<file path="src/rtl/alu_arbiter_if.sv">
// Bundles the two requester channels, their response strobes and the shared ALU port
// that sit between alu_arbiter and its environment.
interface alu_arbiter_if #(
    parameter int NUM_SIZE      = 32,
    parameter int CMD_SIZE_LOG2 = 2
);
    localparam int CW = 2 ** CMD_SIZE_LOG2;

    logic                       req0_valid, req1_valid;
    logic                       req0_ready, req1_ready;
    logic signed [NUM_SIZE-1:0] req0_in1, req0_in2, req1_in1, req1_in2;
    logic        [CW-1:0]       req0_cmd, req1_cmd;

    logic                       rsp0_valid, rsp1_valid;
    logic signed [NUM_SIZE-1:0] rsp0_data, rsp1_data;
    logic                       rsp0_err, rsp1_err;

    logic                       alu_enable, alu_reset;
    logic signed [NUM_SIZE-1:0] alu_in1, alu_in2;
    logic        [CW-1:0]       alu_cmd;
    logic signed [NUM_SIZE-1:0] alu_out;

    modport master (
        output req0_valid, req0_in1, req0_in2, req0_cmd,
        output req1_valid, req1_in1, req1_in2, req1_cmd,
        input  req0_ready, req1_ready,
        input  rsp0_valid, rsp0_data, rsp0_err,
        input  rsp1_valid, rsp1_data, rsp1_err,
        input  alu_enable, alu_reset, alu_in1, alu_in2, alu_cmd,
        output alu_out
    );

    modport slave (
        input  req0_valid, req0_in1, req0_in2, req0_cmd,
        input  req1_valid, req1_in1, req1_in2, req1_cmd,
        output req0_ready, req1_ready,
        output rsp0_valid, rsp0_data, rsp0_err,
        output rsp1_valid, rsp1_data, rsp1_err,
        output alu_enable, alu_reset, alu_in1, alu_in2, alu_cmd,
        input  alu_out
    );
endinterface

</file>
<file path="src/rtl/alu_arbiter.sv">
// Round-robin arbiter sharing one registered ALU between two requesters; only ADD and
// NOOP are legal, anything else is answered with an error response.
module alu_arbiter #(
    parameter int NUM_SIZE      = 32,
    parameter int CMD_SIZE_LOG2 = 2
) (
    input  logic        clk,
    input  logic        reset,
    alu_arbiter_if.slave bus,
    output logic [15:0] issue_count,
    output logic        err_sticky
);
    localparam int CW = 2 ** CMD_SIZE_LOG2;
    localparam logic [CW-1:0] CMD_NOOP = '0;
    localparam logic [CW-1:0] CMD_ADD  = CW'(1);

    typedef enum logic [1:0] {
        RSP_ZERO,
        RSP_ADD,
        RSP_ERR
    } rsp_kind_t;

    logic                       prio1;
    logic                       grant0, grant1, accept;
    logic        [CW-1:0]       sel_cmd;
    logic signed [NUM_SIZE-1:0] sel_in1, sel_in2;
    logic                       cmd_add, cmd_legal;

    logic                       pend_valid;
    logic                       pend_owner;
    rsp_kind_t                  pend_kind;
    logic                       rsp_live;

    always_comb begin
        grant0 = 1'b0;
        grant1 = 1'b0;
        if (!reset) begin
            if (bus.req0_valid && (!bus.req1_valid || !prio1))
                grant0 = 1'b1;
            else if (bus.req1_valid)
                grant1 = 1'b1;
        end
    end

    assign accept         = grant0 | grant1;
    assign bus.req0_ready = grant0;
    assign bus.req1_ready = grant1;

    always_comb begin
        sel_cmd   = grant1 ? bus.req1_cmd : bus.req0_cmd;
        sel_in1   = grant1 ? bus.req1_in1 : bus.req0_in1;
        sel_in2   = grant1 ? bus.req1_in2 : bus.req0_in2;
        cmd_add   = (sel_cmd == CMD_ADD);
        cmd_legal = cmd_add || (sel_cmd == CMD_NOOP);
    end

    // Only an accepted ADD reaches the ALU; everything else presents NOOP with zero operands.
    always_comb begin
        bus.alu_enable = 1'b1;
        bus.alu_reset  = reset;
        bus.alu_cmd    = CMD_NOOP;
        bus.alu_in1    = '0;
        bus.alu_in2    = '0;
        if (accept && cmd_add) begin
            bus.alu_cmd = CMD_ADD;
            bus.alu_in1 = sel_in1;
            bus.alu_in2 = sel_in2;
        end
    end

    always_ff @(posedge clk) begin
        if (reset) begin
            pend_valid  <= 1'b0;
            pend_owner  <= 1'b0;
            pend_kind   <= RSP_ZERO;
            prio1       <= 1'b0;
            issue_count <= '0;
            err_sticky  <= 1'b0;
        end else begin
            pend_valid <= accept;
            if (accept) begin
                pend_owner  <= grant1;
                pend_kind   <= cmd_add ? RSP_ADD : (cmd_legal ? RSP_ZERO : RSP_ERR);
                prio1       <= grant0;
                issue_count <= issue_count + 16'd1;
                if (!cmd_legal)
                    err_sticky <= 1'b1;
            end
        end
    end

    // Gating with reset suppresses a response that was in flight when reset rose.
    assign rsp_live = pend_valid && !reset;

    always_comb begin
        bus.rsp0_valid = 1'b0;
        bus.rsp1_valid = 1'b0;
        bus.rsp0_data  = '0;
        bus.rsp1_data  = '0;
        bus.rsp0_err   = 1'b0;
        bus.rsp1_err   = 1'b0;
        if (rsp_live) begin
            if (pend_owner) begin
                bus.rsp1_valid = 1'b1;
                bus.rsp1_err   = (pend_kind == RSP_ERR);
                if (pend_kind == RSP_ADD)
                    bus.rsp1_data = bus.alu_out;
            end else begin
                bus.rsp0_valid = 1'b1;
                bus.rsp0_err   = (pend_kind == RSP_ERR);
                if (pend_kind == RSP_ADD)
                    bus.rsp0_data = bus.alu_out;
            end
        end
    end
endmodule

</file>
<file path="src/flat_wrapper.sv">
// flat-port wrapper written by rule: the top's interface ports become plain ports
module alu_arbiter_flat 
#(
    parameter int NUM_SIZE      = 32,
    parameter int CMD_SIZE_LOG2 = 2
)
  (clk, reset, issue_count, err_sticky, bus_req0_valid, bus_req0_in1, bus_req0_in2, bus_req0_cmd, bus_req1_valid, bus_req1_in1, bus_req1_in2, bus_req1_cmd, bus_req0_ready, bus_req1_ready, bus_rsp0_valid, bus_rsp0_data, bus_rsp0_err, bus_rsp1_valid, bus_rsp1_data, bus_rsp1_err, bus_alu_enable, bus_alu_reset, bus_alu_in1, bus_alu_in2, bus_alu_cmd, bus_alu_out);
  alu_arbiter_if #(.NUM_SIZE(NUM_SIZE), .CMD_SIZE_LOG2(CMD_SIZE_LOG2)) bus_i ();
  input  logic clk;
  input  logic reset;
  output logic [15:0] issue_count;
  output logic err_sticky;
  input wire logic [$bits(bus_i.req0_valid)-1:0] bus_req0_valid;
  input wire logic [$bits(bus_i.req0_in1)-1:0] bus_req0_in1;
  input wire logic [$bits(bus_i.req0_in2)-1:0] bus_req0_in2;
  input wire logic [$bits(bus_i.req0_cmd)-1:0] bus_req0_cmd;
  input wire logic [$bits(bus_i.req1_valid)-1:0] bus_req1_valid;
  input wire logic [$bits(bus_i.req1_in1)-1:0] bus_req1_in1;
  input wire logic [$bits(bus_i.req1_in2)-1:0] bus_req1_in2;
  input wire logic [$bits(bus_i.req1_cmd)-1:0] bus_req1_cmd;
  output wire logic [$bits(bus_i.req0_ready)-1:0] bus_req0_ready;
  output wire logic [$bits(bus_i.req1_ready)-1:0] bus_req1_ready;
  output wire logic [$bits(bus_i.rsp0_valid)-1:0] bus_rsp0_valid;
  output wire logic [$bits(bus_i.rsp0_data)-1:0] bus_rsp0_data;
  output wire logic [$bits(bus_i.rsp0_err)-1:0] bus_rsp0_err;
  output wire logic [$bits(bus_i.rsp1_valid)-1:0] bus_rsp1_valid;
  output wire logic [$bits(bus_i.rsp1_data)-1:0] bus_rsp1_data;
  output wire logic [$bits(bus_i.rsp1_err)-1:0] bus_rsp1_err;
  output wire logic [$bits(bus_i.alu_enable)-1:0] bus_alu_enable;
  output wire logic [$bits(bus_i.alu_reset)-1:0] bus_alu_reset;
  output wire logic [$bits(bus_i.alu_in1)-1:0] bus_alu_in1;
  output wire logic [$bits(bus_i.alu_in2)-1:0] bus_alu_in2;
  output wire logic [$bits(bus_i.alu_cmd)-1:0] bus_alu_cmd;
  input wire logic [$bits(bus_i.alu_out)-1:0] bus_alu_out;
  assign bus_i.req0_valid = bus_req0_valid;
  assign bus_i.req0_in1 = bus_req0_in1;
  assign bus_i.req0_in2 = bus_req0_in2;
  assign bus_i.req0_cmd = bus_req0_cmd;
  assign bus_i.req1_valid = bus_req1_valid;
  assign bus_i.req1_in1 = bus_req1_in1;
  assign bus_i.req1_in2 = bus_req1_in2;
  assign bus_i.req1_cmd = bus_req1_cmd;
  assign bus_req0_ready = bus_i.req0_ready;
  assign bus_req1_ready = bus_i.req1_ready;
  assign bus_rsp0_valid = bus_i.rsp0_valid;
  assign bus_rsp0_data = bus_i.rsp0_data;
  assign bus_rsp0_err = bus_i.rsp0_err;
  assign bus_rsp1_valid = bus_i.rsp1_valid;
  assign bus_rsp1_data = bus_i.rsp1_data;
  assign bus_rsp1_err = bus_i.rsp1_err;
  assign bus_alu_enable = bus_i.alu_enable;
  assign bus_alu_reset = bus_i.alu_reset;
  assign bus_alu_in1 = bus_i.alu_in1;
  assign bus_alu_in2 = bus_i.alu_in2;
  assign bus_alu_cmd = bus_i.alu_cmd;
  assign bus_i.alu_out = bus_alu_out;
  alu_arbiter #(.NUM_SIZE(NUM_SIZE), .CMD_SIZE_LOG2(CMD_SIZE_LOG2)) u_core (.clk(clk), .reset(reset), .bus(bus_i), .issue_count(issue_count), .err_sticky(err_sticky));
endmodule
</file>
<file path="config.mk">
export PLATFORM = sky130hd
export DESIGN_NAME = alu_arbiter_flat
export DESIGN_NICKNAME = d
export VERILOG_FILES = /design/src/rtl/alu_arbiter_if.sv /design/src/rtl/alu_arbiter.sv /design/src/flat_wrapper.sv
export SDC_FILE = /design/constraint.sdc
export NUM_CORES = 1
export LEC_CHECK = 0
export ABC_CLOCK_PERIOD_IN_PS = 2029
export BUFFER_PORTS_ARGS = -buffer_cell sky130_fd_sc_hd__clkbuf_2
export CAP_MARGIN = 20
export CORE_AREA = 8 8 122 124
export CTS_CLUSTER_DIAMETER = 60
export CTS_CLUSTER_SIZE = 12
export DETAILED_ROUTE_END_ITERATION = 10
export DIE_AREA = 0 0 130 132
export PLACE_DENSITY = 0.67
export SLEW_MARGIN = 20
export SYNTH_ARGS = -nofsm -noshare
export SYNTH_HDL_FRONTEND = slang
export SYNTH_SLANG_ARGS = --single-unit
</file>
<file path="constraint.sdc">
create_clock -name clk -period 2.03 [get_ports clk]
set_input_delay 0.3045 -clock clk [delete_from_list [all_inputs] [get_ports clk]]
set_output_delay 0.3045 -clock clk [all_outputs]
set_load 0.05 [all_outputs]
</file>
======== Word level (Yosys, flattened, before mapping) ========
Index checks and enable logic that the tools add are counted.
cells by class
  reductions and logical operators ........ 10
  magnitude comparators ................... 0
  multiply operators ...................... 0
  shift operators ......................... 0
  mux-type cells .......................... 26
  add/subtract/negate cells ............... 1
  bitwise gates (word level) .............. 2
  divide/modulo/power cells ............... 0
  eq/ne operators ......................... 3
operator list
  kind                     number
  $mux W32                 9
  $add A16 B1 Y16 const B  1
  $mux W1                  14
  $eq A4 B1 Y1 const B     1
  $logic_not A4 Y1         1
  $mux W2                  2
  $mux W4                  1
  $logic_and A1 B1 Y1      3
  $logic_not A1 Y1         3
  $eq A2 B1 Y1 const B     1
  $eq A2 B2 Y1 const B     1
  $logic_or A1 B1 Y1       2
  $reduce_and A2 Y1        1
  $not A1 Y1               1
  $or A1 B1 Y1             1
word-level totals
  memories ................................ 0
  word-level logic and storage cells ...... 48
  bits in latches ......................... 0
  bits in read-only memories .............. 0
  flip-flop bits (word level) ............. 22
  RAM bits ................................ 0
  input port bits ......................... 172

======== Longest topological paths before layout ========
Gate-level depths: netlist of run 1.
  word-level depth ........................ 10
  gate-level depth with buffers ........... 7

======== Least setup slack after synthesis of run 1 ========
No wires, ideal clock.
  kind .................................... reg2out
  from .................................... reg u_core.prio1
  to ...................................... out bus_alu_in1[10]
  stages on the path, launching flop included .. 6
  buffers on the path ..................... 1
  setup slack ............................. -397 ps
  arrival time ............................ 2,123 ps
  path through ............................ dfxtp_1 > nand2b_1 > a32o_1 > or4b_4 > clkbuf_1 > a21oi_1
on the way
  word-level cells in the longest chain between the ends .. 9
ends and longest elaborated chain
  item                      RTL line            source
  start: declaration        alu_arbiter.sv:23   logic prio1;
  start signal: assignment  alu_arbiter.sv:84   prio1 <= grant0;
  $logic_not A1 Y1 (*)      alu_arbiter.sv:38   if (bus.req0_valid && (!bus.req1_valid || !prio1))
  $logic_or A1 B1 Y1 (*)    alu_arbiter.sv:38
  $logic_and A1 B1 Y1 (*)   alu_arbiter.sv:38
  $mux W1                   alu_arbiter.sv:38
  $mux W1                   alu_arbiter.sv:37   if (!reset) begin
  $mux W4                   alu_arbiter.sv:50   sel_cmd = grant1 ? bus.req1_cmd : bus.req0_cmd;
  $eq A4 B1 Y1              alu_arbiter.sv:53   cmd_add = (sel_cmd == CMD_ADD);
  $logic_and A1 B1 Y1       alu_arbiter.sv:64   if (accept && cmd_add) begin
  $mux W32 (*)              alu_arbiter.sv:64
  end: declaration          flat_wrapper.sv:31  output wire logic [$bits(bus_i.alu_in1)-1:0] bus_alu_in1;
Every way passes the cells marked *; elsewhere a longest branch is shown, timed or not.

======== Worst setup path in the final report of run 1 ========
  from .................................... reg u_core.prio1
  to ...................................... out bus_alu_in1[28]
Same word-level chain as after synthesis.

==> results of run 1 <==
[worst paths after layout]
kind                         start                      to  slack, ps  depth (start not counted)
max                   u_core.prio1         bus_alu_in1[28]       -340                          6
min                          reset   u_core.issue_count[1]        370                          3
max reg2reg  u_core.issue_count[5]  u_core.issue_count[14]        250                          4
min reg2reg      u_core.err_sticky       u_core.err_sticky        480                          1
[final cells by class]
| class | count | area (sq um) |
|---|---|---|
| fill | 1206 | 6430 |
| tap | 176 | 220 |
| inverter | 5 | 22.5 |
| multi-input combinational | 350 | 2500 |
| sequential | 22 | 444 |
| timing repair buffer | 348 | 3270 |
| antenna | 1 | 2.50 |
| clock buffer | 4 | 88.8 |
[cells by family after synthesis]
kind of cell | after synthesis
adders and majority gates | 1
buffers and inverters | 48
and+or+nand+nor | 251
DFF | 22
other | 2
AOI/OAI and AO/OA | 85
xor gates and xnor gates | 9
[repair_timing]
item	in CTS	in global routing
gates cloned	0	1
gates resized for setup	13	121
setup endpoints to repair	92	98
pin swaps	0	1
[metal layers]
layer / vias up / wire [microns] / track usage [%]
li1: 2028 / - / -
met1: 1806 / 5520 / 17.0
met2: 194 / 7630 / 29.3
met3: 21 / 1470 / 4.85
met4: 4 / 230 / 3.23
met5: - / 26 / 0
[report_power, final]
group	switching, mW	internal [mW]	total (mW)
Sequential	0.0137	0.447	0.460
Combinational	0.462	0.322	0.784
Clock	0.148	0.300	0.448
Total	0.624	1.07	1.69
[flip-flops by register name (all words and copies together), names as in the netlist]
signal,flops
u_core.issue_count,16
u_core.pend_kind,2
u_core.err_sticky,1
u_core.pend_owner,1
u_core.pend_valid,1
u_core.prio1,1
[worst max-delay path, delay by kind of cell, from the launching register on]
kind                   cells  cell delay, ps
buffers and inverters      2             480
and+or+nand+nor            2             640
AOI/OAI and AO/OA          2             300
DFF                        1             350
[metrics by stage]
| step | hold slack (ps) | cell area [sq um] | cells | utilization, % | setup slack (ps) |
|---|---|---|---|---|---|
| 2_1_floorplan | 444 | 3230 | 420 | - | -9.46 |
| 3_3_place_gp | 453 | 6270 | 900 | 48.3 | -274 |
| 3_5_place_dp | 467 | 6270 | 900 | 48.3 | -320 |
| 4_1_cts | 366 | 6390 | 904 | 49.2 | -335 |
| 5_1_grt | 385 | 6550 | 906 | 50.4 | -424 |
| 6_report | 369 | 6550 | 906 | 50.4 | -343 |
[cells in the final DEF, fill, tap and decap left out, drive strengths merged, types with 4 or more instances in the layout]
cell and instances:
nand3 7, nor2 11, nand4 4, nand2 137, dfxtp 22, conb 4
or4 4, a21oi 74, clkbuf 211, buf 141, nor3 4, inv 4
and3 66, xor2 6, o31ai 4
==> insert_results.sql, run 1 <==
INSERT INTO impl_metrics (metric_group, metric, value, unit) VALUES
('timing', 'setup_viol', '65', ''),
('logic_synthesis', 'synth.top_cell.area_share', '19.8', '%'),
('placed_design', 'dp_hpwl', '12600', 'microns'),
('power_and_ir_drop', 'ir_drop', '0.348', 'mV'),
('floorplanning', 'die_area', '0.0172', 'sq mm'),
('placed_design', 'numPortBuffers', '324', ''),
('finish', 'drive_above_1_share', '59.9', '%'),
('floorplanning', 'die_height', '132', 'microns'),
('timing', 'timing.final.max_slew_violations', '0', ''),
('detailed_routing', 'detail_route.wl_per_cell', '16.4', 'microns'),
('floorplanning', 'start_util', '20.0', '%'),
('floorplanning', 'row_count', '42', ''),
('global_route', 'grtUsageTotal', '15.8', '%'),
('clock_network', 'cts_buffers', '3', ''),
('logic_synthesis', 'synthMuxAreaShare', '0', '%'),
('logic_synthesis', 'avgSynthCellArea', '6.21', 'sq um'),
('critical_path', 'critical_path.max_stage_delay', '500', 'ps'),
('clock_network', 'post-cts-setup-buffer-count', '0', ''),
('detailed_routing', 'via_count', '4053', ''),
('logic_synthesis', 'synth.most_common_cell', 'nand2_1', ''),
('critical_path', 'worstSetupStartpointType', 'flop', ''),
('hold_path', 'hold_path_class', 'primary input to flop', ''),
('logic_synthesis', 'post_synth_xor_area_fraction', '3.04', '%'),
('logic_synthesis', 'flip_flop_cell_with_the_highest_count_after_synthesis', 'dfxtp_1', ''),
('critical_path', 'crit_fanout', '35', ''),
('logic_synthesis', 'synth_async_reset_ratio', '0', '%'),
('floorplanning', 'io_pins', '329', ''),
('clock_network', 'post_cts_hold_buffer_count', '0', ''),
('critical_path', 'worst_setup_ep_type', 'output pin', ''),
('timing', 'grt_setup_unrepaired', 'true', ''),
('floorplanning', 'core-area', '0.0130', 'sq mm'),
('timing', 'max_freq', '421', 'MHz'),
('flow_run', 'drv.max_cap_violation_count', '0', ''),
('logic_synthesis', 'yosysUniqueCellTypes', '40', ''),
('status', 'failed_checks', 'negative setup slack', ''),
('timing', 'final_min_period_over_clock_period', '117', '%'),
('critical_path', 'timing.critical_path.required', '1730', 'ps'),
('clock_network', 'deepest_clock_path_buffer_count', '2', ''),
('power_and_ir_drop', 'p_leak', '3.10', 'nW'),
('status', 'run_status', 'finished with violations', ''),
('critical_path', 'critPathKind', 'flop to output pin', ''),
('clock_network', 'cts.reportedPaths.clkPinSlew', '60', 'ps'),
('timing', 'timing.setup.tns', '-18750', 'ps'),
('clock_network', 'clock_tree_from_tritoncts', 'built', ''),
('global_route', 'grt_pass1_vias', '4171', ''),
('logic_synthesis', 'synth_top_family_by_area', 'simple AND/OR/NAND/NOR gates', ''),
('logic_synthesis', 'synthTopCellsByArea', 'nand2_1, dfxtp_1, and3_1', ''),
('clock_network', 'worstSkewPairLatency', '250', 'ps'),
('detailed_routing', 'via_per_instance_ratio', '4.47', ''),
('logic_synthesis', 'synth.top_cells.by_count', 'nand2_1, and3_1, a21oi_2', ''),
('placed_design', 'globalplace.congestion', '0.867', ''),
('finish', 'finish.net_count', '903', ''),
('logic_synthesis', 'synthesized_instance_count', '418', ''),
('logic_synthesis', 'synthesized_area_fraction_occupied_by_ao_oa_aoi_and_oai_cells', '23.3', '%'),
('logic_synthesis', 'ys_seq_elements', '22', ''),
('critical_path', 'crit_path_top_delay_cell', 'or4b_4', ''),
('logic_synthesis', 'basic_gate_share_of_the_synthesized_area_counting_and_or_nand_and_nor_cells', '46.7', '%'),
('detailed_routing', 'remaining_drc_errors', '0', ''),
('global_route', 'global_route_wire_length_before_repair', '21900', 'microns'),
('global_route', 'antenna_found_initial', '3', ''),
('logic_synthesis', 'synth_sequential_area_ratio', '17.0', '%'),
('logic_synthesis', 'post_synth_fa_ha_maj_area_fraction', '0.482', '%'),
('logic_synthesis', 'edff_count_synth', '0', ''),
('clock_network', 'tritoncts_num_sinks', '22', ''),
('timing', 'final.setup.worst_slack', '-343', 'ps'),
('detailed_routing', 'antenna_left', '0', ''),
('detailed_routing', 'first_iter_violations', '128', ''),
('logic_synthesis', 'yosys.area.top_type', 'nand2_1', ''),
('detailed_routing', 'wirelength', '14900', 'microns'),
('timing', 'timing_hold_violations_final', '0', ''),
('logic_synthesis', 'synth_area', '0.00259', 'sq mm');
(Power assumes the default switching activity.)
==> run 2, diff against run 1 <==
--- a/config.mk
+++ b/config.mk
@@ -5,15 +5,16 @@
 export SDC_FILE = /design/constraint.sdc
 export NUM_CORES = 1
 export LEC_CHECK = 0
-export ABC_CLOCK_PERIOD_IN_PS = 2029
+export ABC_CLOCK_PERIOD_IN_PS = 2700
 export BUFFER_PORTS_ARGS = -buffer_cell sky130_fd_sc_hd__clkbuf_2
 export CAP_MARGIN = 20
-export CORE_AREA = 8 8 122 124
+export CORE_AREA = 2 2 126 128
 export CTS_CLUSTER_DIAMETER = 60
 export CTS_CLUSTER_SIZE = 12
 export DETAILED_ROUTE_END_ITERATION = 10
-export DIE_AREA = 0 0 130 132
-export PLACE_DENSITY = 0.67
+export DIE_AREA = 0 0 128 130
+export PLACE_DENSITY = 0.6
+export SKIP_LAST_GASP = 1
 export SLEW_MARGIN = 20
 export SYNTH_ARGS = -nofsm -noshare
 export SYNTH_HDL_FRONTEND = slang
==> constraint.sdc (replaced) <==
create_clock -name clk -period 2.7 [get_ports clk]
set_input_delay 0.405 -clock clk [delete_from_list [all_inputs] [get_ports clk]]
set_output_delay 0.405 -clock clk [all_outputs]
set_load 0.05 [all_outputs]
==> run 2 against run 1 <==
The run now ends clean. Final cell count is the same. Via count shrank 3.7%. Die area shrank 3.0%. Register-to-register slack better by 640 ps. Utilization fell by 20 points. Design area fell by 28%. Hold slack gained 25 ps. First-iteration DRC count is 68% higher. Clock power down 7.6%. Clock-buffer cell count shrank 1. Largest cell class is now multi-input gates.
==> insert_results.sql, run 2 (synthesized netlist as in run 1, its figures left out) <==
INSERT INTO impl_metrics (metric_group, metric, value, unit) VALUES
('hold_path', 'hold_path_class', 'primary input to flop', ''),
('finish', 'layout-area-overhead-vs-synth', '81.1', '%'),
('finish', 'top_register', 'u_core.issue_count', ''),
('status', 'run_status', 'complete, no violations', ''),
('global_route', 'antenna_found_initial', '0', ''),
('critical_path', 'timing.critical_path.required', '2300', 'ps'),
('global_route', 'grt_start_max_net_pins', '67', ''),
('clock_network', 'cts.reportedPaths.clkPinSlew', '60', 'ps'),
('timing', 'setup_viol', '0', ''),
('power_and_ir_drop', 'p_leak', '2.71', 'nW'),
('detailed_routing', 'first_iter_violations', '215', ''),
('critical_path', 'worst-endpoint-arrival', '2200', 'ps'),
('critical_path', 'rrSetupSlack', '890', 'ps'),
('finish', 'mostFrequentLayoutCells', 'clkbuf_2, nand2_1, and3_1', ''),
('power_and_ir_drop', 'power_density', '258', 'mW/mm^2'),
('global_route', 'grt_overflow', '0', ''),
('clock_network', 'cts_buffers', '3', ''),
('finish', 'antenna_cells', '0', ''),
('placed_design', 'globalplace.congestion', '0.792', ''),
('detailed_routing', 'detailedRoute.firstPassIterationCount', '4', ''),
('detailed_routing', 'detail_route.wl_per_cell', '12.4', 'microns'),
('floorplanning', 'start_util', '16.8', '%'),
('detailed_routing', 'via_per_instance_ratio', '4.31', ''),
('clock_network', 'cts_max_level', '1', ''),
('detailed_routing', 'remaining_drc_errors', '0', ''),
('timing', 'timing_hold_violations_final', '0', ''),
('finish', 'mostFrequentLayoutCell', 'clkbuf_2', ''),
('finish', 'top_regs', 'u_core.issue_count x16, u_core.pend_kind x2', ''),
('hold_path', 'min-delay-start', 'reset', ''),
('critical_path', 'rr_startpoint', 'u_core.issue_count[0]', ''),
('timing', 'layout_min_cycle_time', '2600', 'ps'),
('power_and_ir_drop', 'ir_drop', '0.298', 'mV'),
('hold_path', 'holdPathEnd', 'u_core.prio1', ''),
('floorplanning', 'row_count', '46', ''),
('timing', 'max_freq', '384', 'MHz'),
('timing', 'finalClockSkew', '2.51', 'ps'),
('finish', 'drive_above_1_share', '54.3', '%'),
('clock_network', 'post_cts_hold_buffer_count', '0', ''),
('clock_network', 'tritoncts_num_sinks', '22', ''),
('timing', 'worst_hold_slack', '395', 'ps'),
('global_route', 'grtUsageTotal', '11.4', '%'),
('floorplanning', 'die_area', '0.0166', 'sq mm'),
('finish', 'layout.cells.non_filler', '906', ''),
('detailed_routing', 'antenna_left', '0', ''),
('clock_network', 'clock_tree_from_tritoncts', 'built', ''),
('timing', 'grt_setup_unrepaired', 'false', ''),
('critical_path', 'worstSetupStartpointType', 'flop', ''),
('critical_path', 'crit_fanout', '66', ''),
('placed_design', 'pre_cts_slack', '84.0', 'ps'),
('critical_path', 'timing.rr.end', 'u_core.issue_count[14]', ''),
('floorplanning', 'io_pins', '329', ''),
('clock_network', 'worstSkewPairLatency', '250', 'ps'),
('clock_network', 'deepest_clock_path_buffer_count', '2', ''),
('critical_path', 'critPathKind', 'flop to output pin', ''),
('global_route', 'global_route_wire_length_before_repair', '15900', 'microns'),
('floorplanning', 'core-area', '0.0154', 'sq mm'),
('timing', 'final_min_period_over_clock_period', '96.4', '%'),
('timing', 'timing.final.max_slew_violations', '0', ''),
('placed_design', 'placed_cells_incl_taps', '902', ''),
('placed_design', 'dp_hpwl', '9100', 'microns'),
('timing', 'timing.setup.tns', '0', 'ps'),
('floorplanning', 'die_height', '130', 'microns'),
('detailed_routing', 'via_count', '3903', ''),
('clock_network', 'clk_root_buffer_cell', 'clkbuf_16', ''),
('placed_design', 'numPortBuffers', '324', ''),
('critical_path', 'worst_setup_ep_type', 'output pin', ''),
('critical_path', 'worst_reg2reg_path_depth', '5', ''),
('hold_path', 'hold_path_depth', '2', ''),
('finish', 'largest_reg_flops', '16', ''),
('finish', 'finish.net_count', '888', ''),
('timing', 'final.setup.worst_slack', '97.6', 'ps'),
('detailed_routing', 'wirelength', '11300', 'microns'),
('global_route', 'grt_pass1_vias', '3211', ''),
('flow_run', 'drv.max_cap_violation_count', '0', ''),
('floorplanning', 'die_w', '128', 'microns');
run 2: metrics by stage:
stage               power, mW  util [%]  instance area [sq um]
global route             1.28      30.5                   4700
global placement        0.801      29.4                   4540
CTS                      1.22      30.1                   4650
floorplan               0.608         -                   2600
detailed placement      0.803      29.4                   4540
finish                   1.21      30.5                   4700
run 2: worst max path at each step:
stage,from,end,slack [ps],depth (start not counted)
after floorplan,reset,bus_rsp0_err,110,4
after global placement,bus_req0_cmd[1],bus_alu_in1[4],110,7
after detailed placement,bus_req0_cmd[1],bus_alu_in1[7],80,7
after CTS,u_core.prio1,bus_alu_in1[14],0.7,6
after global routing,u_core.prio1,bus_alu_in1[0],0.6,6
final,u_core.prio1,bus_alu_in1[12],100,6
run 2: area by class of cell:
class,instances,area [sq um]
Inverter,5,18.8
Timing Repair Buffer,333,1940
Sequential cell,22,440
Fill cell,1704,10700
Multi-Input combinational cell,350,1950
Clock buffer,3,75.1
Tap cell,192,240
Clock inverter,1,30.0
run 2: power by group:
| group | leakage (nW) | switching, mW | internal [mW] |
|---|---|---|---|
| logic | 2.48 | 0.285 | 0.170 |
| clock network | 0.0511 | 0.120 | 0.294 |
| registers | 0.179 | 0.00984 | 0.335 |
| total | 2.71 | 0.415 | 0.799 |
run 2: what timing repair did:
action                     in CTS  in global routing
resized for setup               0                 40
buffers inserted                0                  0
setup endpoints to repair       0                 62
hold endpoints to repair        0                  0
run 2: worst max-delay path, stage by stage, from the launching register on:
cell and delay, ps:
dfxtp_1 370, nand2b_2 200, a32o_1 180, or4b_4 470
buf_12 230, a21oi_1 160, buf_2 280
run 2: layer usage:
metal | track usage, % | share of wire (%) | up-vias
li1 | - | - | 1999
met1 | 14.8 | 44 | 1749
met2 | 20.3 | 49 | 151
met3 | 2.21 | 6.8 | 4
met4 | 1.29 | 0.24 | 0
met5 | 0 | 0 | -
==> run 3, diff against run 2 <==
--- a/config.mk
+++ b/config.mk
@@ -8,12 +8,12 @@
 export ABC_CLOCK_PERIOD_IN_PS = 2700
 export BUFFER_PORTS_ARGS = -buffer_cell sky130_fd_sc_hd__clkbuf_2
 export CAP_MARGIN = 20
-export CORE_AREA = 2 2 126 128
+export CORE_AREA = 8 8 122 124
 export CTS_CLUSTER_DIAMETER = 60
 export CTS_CLUSTER_SIZE = 12
 export DETAILED_ROUTE_END_ITERATION = 10
-export DIE_AREA = 0 0 128 130
-export PLACE_DENSITY = 0.6
+export DIE_AREA = 0 0 130 132
+export PLACE_DENSITY = 0.67
 export SKIP_LAST_GASP = 1
 export SLEW_MARGIN = 20
 export SYNTH_ARGS = -nofsm -noshare
==> run 3 against run 2 <==
Clock-buffer cell count unchanged. Sequential power about the same. Design area up 13%. Critical path depth unchanged. Maximum frequency up 0.79%. Via count up 1.0%. Setup slack better by 21 ps. Final cell count down 1.4%. Non-clock buffer count up 4. Global-route usage up 3.5 points. Largest power group unchanged.
==> insert_results.sql, run 3 (synthesized netlist as in run 1, its figures left out) <==
INSERT INTO impl_metrics (metric_group, metric, value, unit) VALUES
('clock_network', 'cts_max_level', '1', ''),
('critical_path', 'crit_fanout', '55', ''),
('clock_network', 'worstSkewPairLatency', '250', 'ps'),
('clock_network', 'tritoncts_num_sinks', '22', ''),
('power_and_ir_drop', 'switching_share', '36.0', '%'),
('timing', 'final.setup.worst_slack', '118', 'ps'),
('clock_network', 'clk_root_buffer_cell', 'clkbuf_16', ''),
('power_and_ir_drop', 'power.net_switching', '0.414', 'mW'),
('timing', 'timing_hold_violations_final', '0', ''),
('detailed_routing', 'first_iter_violations', '187', ''),
('finish', 'drive_above_1_share', '54.7', '%'),
('hold_path', 'hold_path_class', 'flop to flop', ''),
('placed_design', 'placed_cells_incl_taps', '890', ''),
('finish', 'mostFrequentLayoutCells', 'clkbuf_2, nand2_1, and3_1', ''),
('placed_design', 'place_area', '0.00518', 'sq mm'),
('global_route', 'global_route_wire_length_before_repair', '20700', 'microns'),
('critical_path', 'worst_setup_ep_type', 'output pin', ''),
('floorplanning', 'row_count', '42', ''),
('clock_network', 'post-cts-setup-buffer-count', '0', ''),
('power_and_ir_drop', 'ir_drop', '0.275', 'mV'),
('clock_network', 'cts.reportedPaths.clkPinSlew', '60', 'ps'),
('global_route', 'grt_pass1_vias', '3639', ''),
('critical_path', 'crit_path_top_delay_cell', 'or4b_4', ''),
('power_and_ir_drop', 'power_report.internal_total', '0.736', 'mW'),
('timing', 'max_freq', '387', 'MHz'),
('floorplanning', 'start_util', '20.0', '%'),
('timing', 'worst_hold_slack', '479', 'ps'),
('finish', 'largest_reg_flops', '16', ''),
('power_and_ir_drop', 'p_total', '1.15', 'mW'),
('clock_network', 'post_cts_hold_buffer_count', '0', ''),
('placed_design', 'dp_hpwl', '12100', 'microns'),
('finish', 'area.sequential', '440', 'sq um'),
('flow_run', 'drv.max_cap_violation_count', '0', ''),
('finish', 'filler_cell_count', '1333', ''),
('detailed_routing', 'via_count', '3942', ''),
('floorplanning', 'die_area', '0.0172', 'sq mm'),
('power_and_ir_drop', 'clock_power_share', '26.6', '%'),
('floorplanning', 'io_pins', '329', ''),
('finish', 'top_register', 'u_core.issue_count', ''),
('power_and_ir_drop', 'power_density', '217', 'mW/mm^2'),
('critical_path', 'critical_path.max_stage_delay', '480', 'ps'),
('finish', 'top_regs', 'u_core.issue_count x16, u_core.pend_kind x2', ''),
('finish', 'multiInputGateArea', '0.00196', 'sq mm'),
('detailed_routing', 'antenna_left', '0', ''),
('critical_path', 'critPathKind', 'flop to output pin', ''),
('power_and_ir_drop', 'power.sequential.fraction', '30.0', '%'),
('placed_design', 'pre_cts_slack', '-47.1', 'ps'),
('floorplanning', 'die_height', '132', 'microns'),
('floorplanning', 'core-area', '0.0130', 'sq mm'),
('global_route', 'grt_overflow', '0', ''),
('placed_design', 'globalplace.congestion', '0.851', ''),
('clock_network', 'post_cts_resize_count', '1', ''),
('critical_path', 'critical_path.cell_chain', 'nand2b_2 -> a32o_1 -> or4b_4 -> buf_12 -> a21oi_1 -> buf_12', ''),
('power_and_ir_drop', 'p_leak', '2.85', 'nW'),
('placed_design', 'numPortBuffers', '324', ''),
('finish', 'layout-area-overhead-vs-synth', '104', '%'),
('detailed_routing', 'detail_route.wl_per_cell', '16.1', 'microns'),
('clock_network', 'deepest_clock_path_buffer_count', '2', ''),
('finish', 'finish.instance_area', '0.00530', 'sq mm'),
('critical_path', 'worstSetupStartpointType', 'flop', ''),
('timing', 'finalClockSkew', '3.62', 'ps'),
('global_route', 'grtUsageTotal', '14.9', '%'),
('timing', 'grt_setup_unrepaired', 'false', ''),
('finish', 'mostFrequentLayoutCell', 'clkbuf_2', ''),
('timing', 'final_min_period_over_clock_period', '95.6', '%'),
('finish', 'antenna_cells', '0', ''),
('finish', 'layout.cells.non_filler', '893', ''),
('detailed_routing', 'wirelength', '14400', 'microns'),
('timing', 'layout_min_cycle_time', '2580', 'ps'),
('finish', 'finish.net_count', '892', ''),
('global_route', 'grt_start_max_net_pins', '66', ''),
('status', 'run_status', 'complete, no violations', ''),
('critical_path', 'timing.critical_path.mode_cell', 'buf_12', ''),
('critical_path', 'worst-endpoint-arrival', '2180', 'ps'),
('power_and_ir_drop', 'power.share.combinational', '43.4', '%'),
('timing', 'timing.final.max_slew_violations', '0', ''),
('timing', 'timing.setup.tns', '0', 'ps'),
('global_route', 'antenna_found_initial', '0', ''),
('detailed_routing', 'detailedRoute.firstPassIterationCount', '4', ''),
('clock_network', 'clock_tree_from_tritoncts', 'built', ''),
('timing', 'setup_viol', '0', ''),
('finish', 'postLayoutCoreUtil', '40.8', '%'),
('critical_path', 'timing.critical_path.required', '2300', 'ps'),
('floorplanning', 'die_w', '130', 'microns'),
('clock_network', 'cts_buffers', '3', ''),
('detailed_routing', 'remaining_drc_errors', '0', ''),
('detailed_routing', 'via_per_instance_ratio', '4.41', '');
run 3: changes by cell type in the layout (fill, tap and decap cells not counted):
cell	change
clkbuf_2	-27
clkbuf_4	-6
nor3_2	+1
nor3_1	-1
buf_2	-8
buf_4	+3
buf_12	+42
bufinv_16	-1
run 3: cell type report:
class | instances | area share [%]
multi-input combinational | 350 | 37.0
inverter | 5 | 0.354
timing repair buffer | 337 | 48.8
tap | 176 | 4.16
sequential | 22 | 8.32
clock buffer | 3 | 1.42
run 3: path summary, 6_finish.rpt:
kind	slack [ps]	endpoint	depth (start not counted)	start
worst max-delay path	120	bus_alu_in1[10]	6	u_core.prio1
worst min-delay path	480	u_core.pend_kind[0]	2	u_core.pend_kind[0]
worst min register to register	480	u_core.pend_kind[0]	2	u_core.pend_kind[0]
worst max register to register	840	u_core.issue_count[15]	4	u_core.issue_count[4]
run 3: critical path: cells and delay by family, from the launching register on:
family | cells | cell delay (ps)
flip-flops | 1 | 370
AND/OR/NAND/NOR | 2 | 680
buffers and inverters | 2 | 400
AO/OA/AOI/OAI | 2 | 430
run 3: metal layers:
metal / wire length [microns] / share of wire [%] / GRT usage, % / vias to the layer above
li1: - / - / - / 2012
met1: 5640 / 39 / 17.9 / 1771
met2: 7580 / 53 / 27.6 / 155
met3: 1150 / 8.0 / 2.63 / 4
met4: 19 / 0.13 / 1.16 / 0
met5: 0 / 0 / 0 / -
run 3: power by group through the flow:
stage / Sequential, mW / Clock [mW] / Combinational (mW)
2_1_floorplan: 0.365 / 0 / 0.243
3_3_place_gp: 0.352 / 0 / 0.489
3_5_place_dp: 0.353 / 0 / 0.495
4_1_cts: 0.346 / 0.307 / 0.497
5_1_grt: 0.348 / 0.322 / 0.538
6_report: 0.346 / 0.306 / 0.499
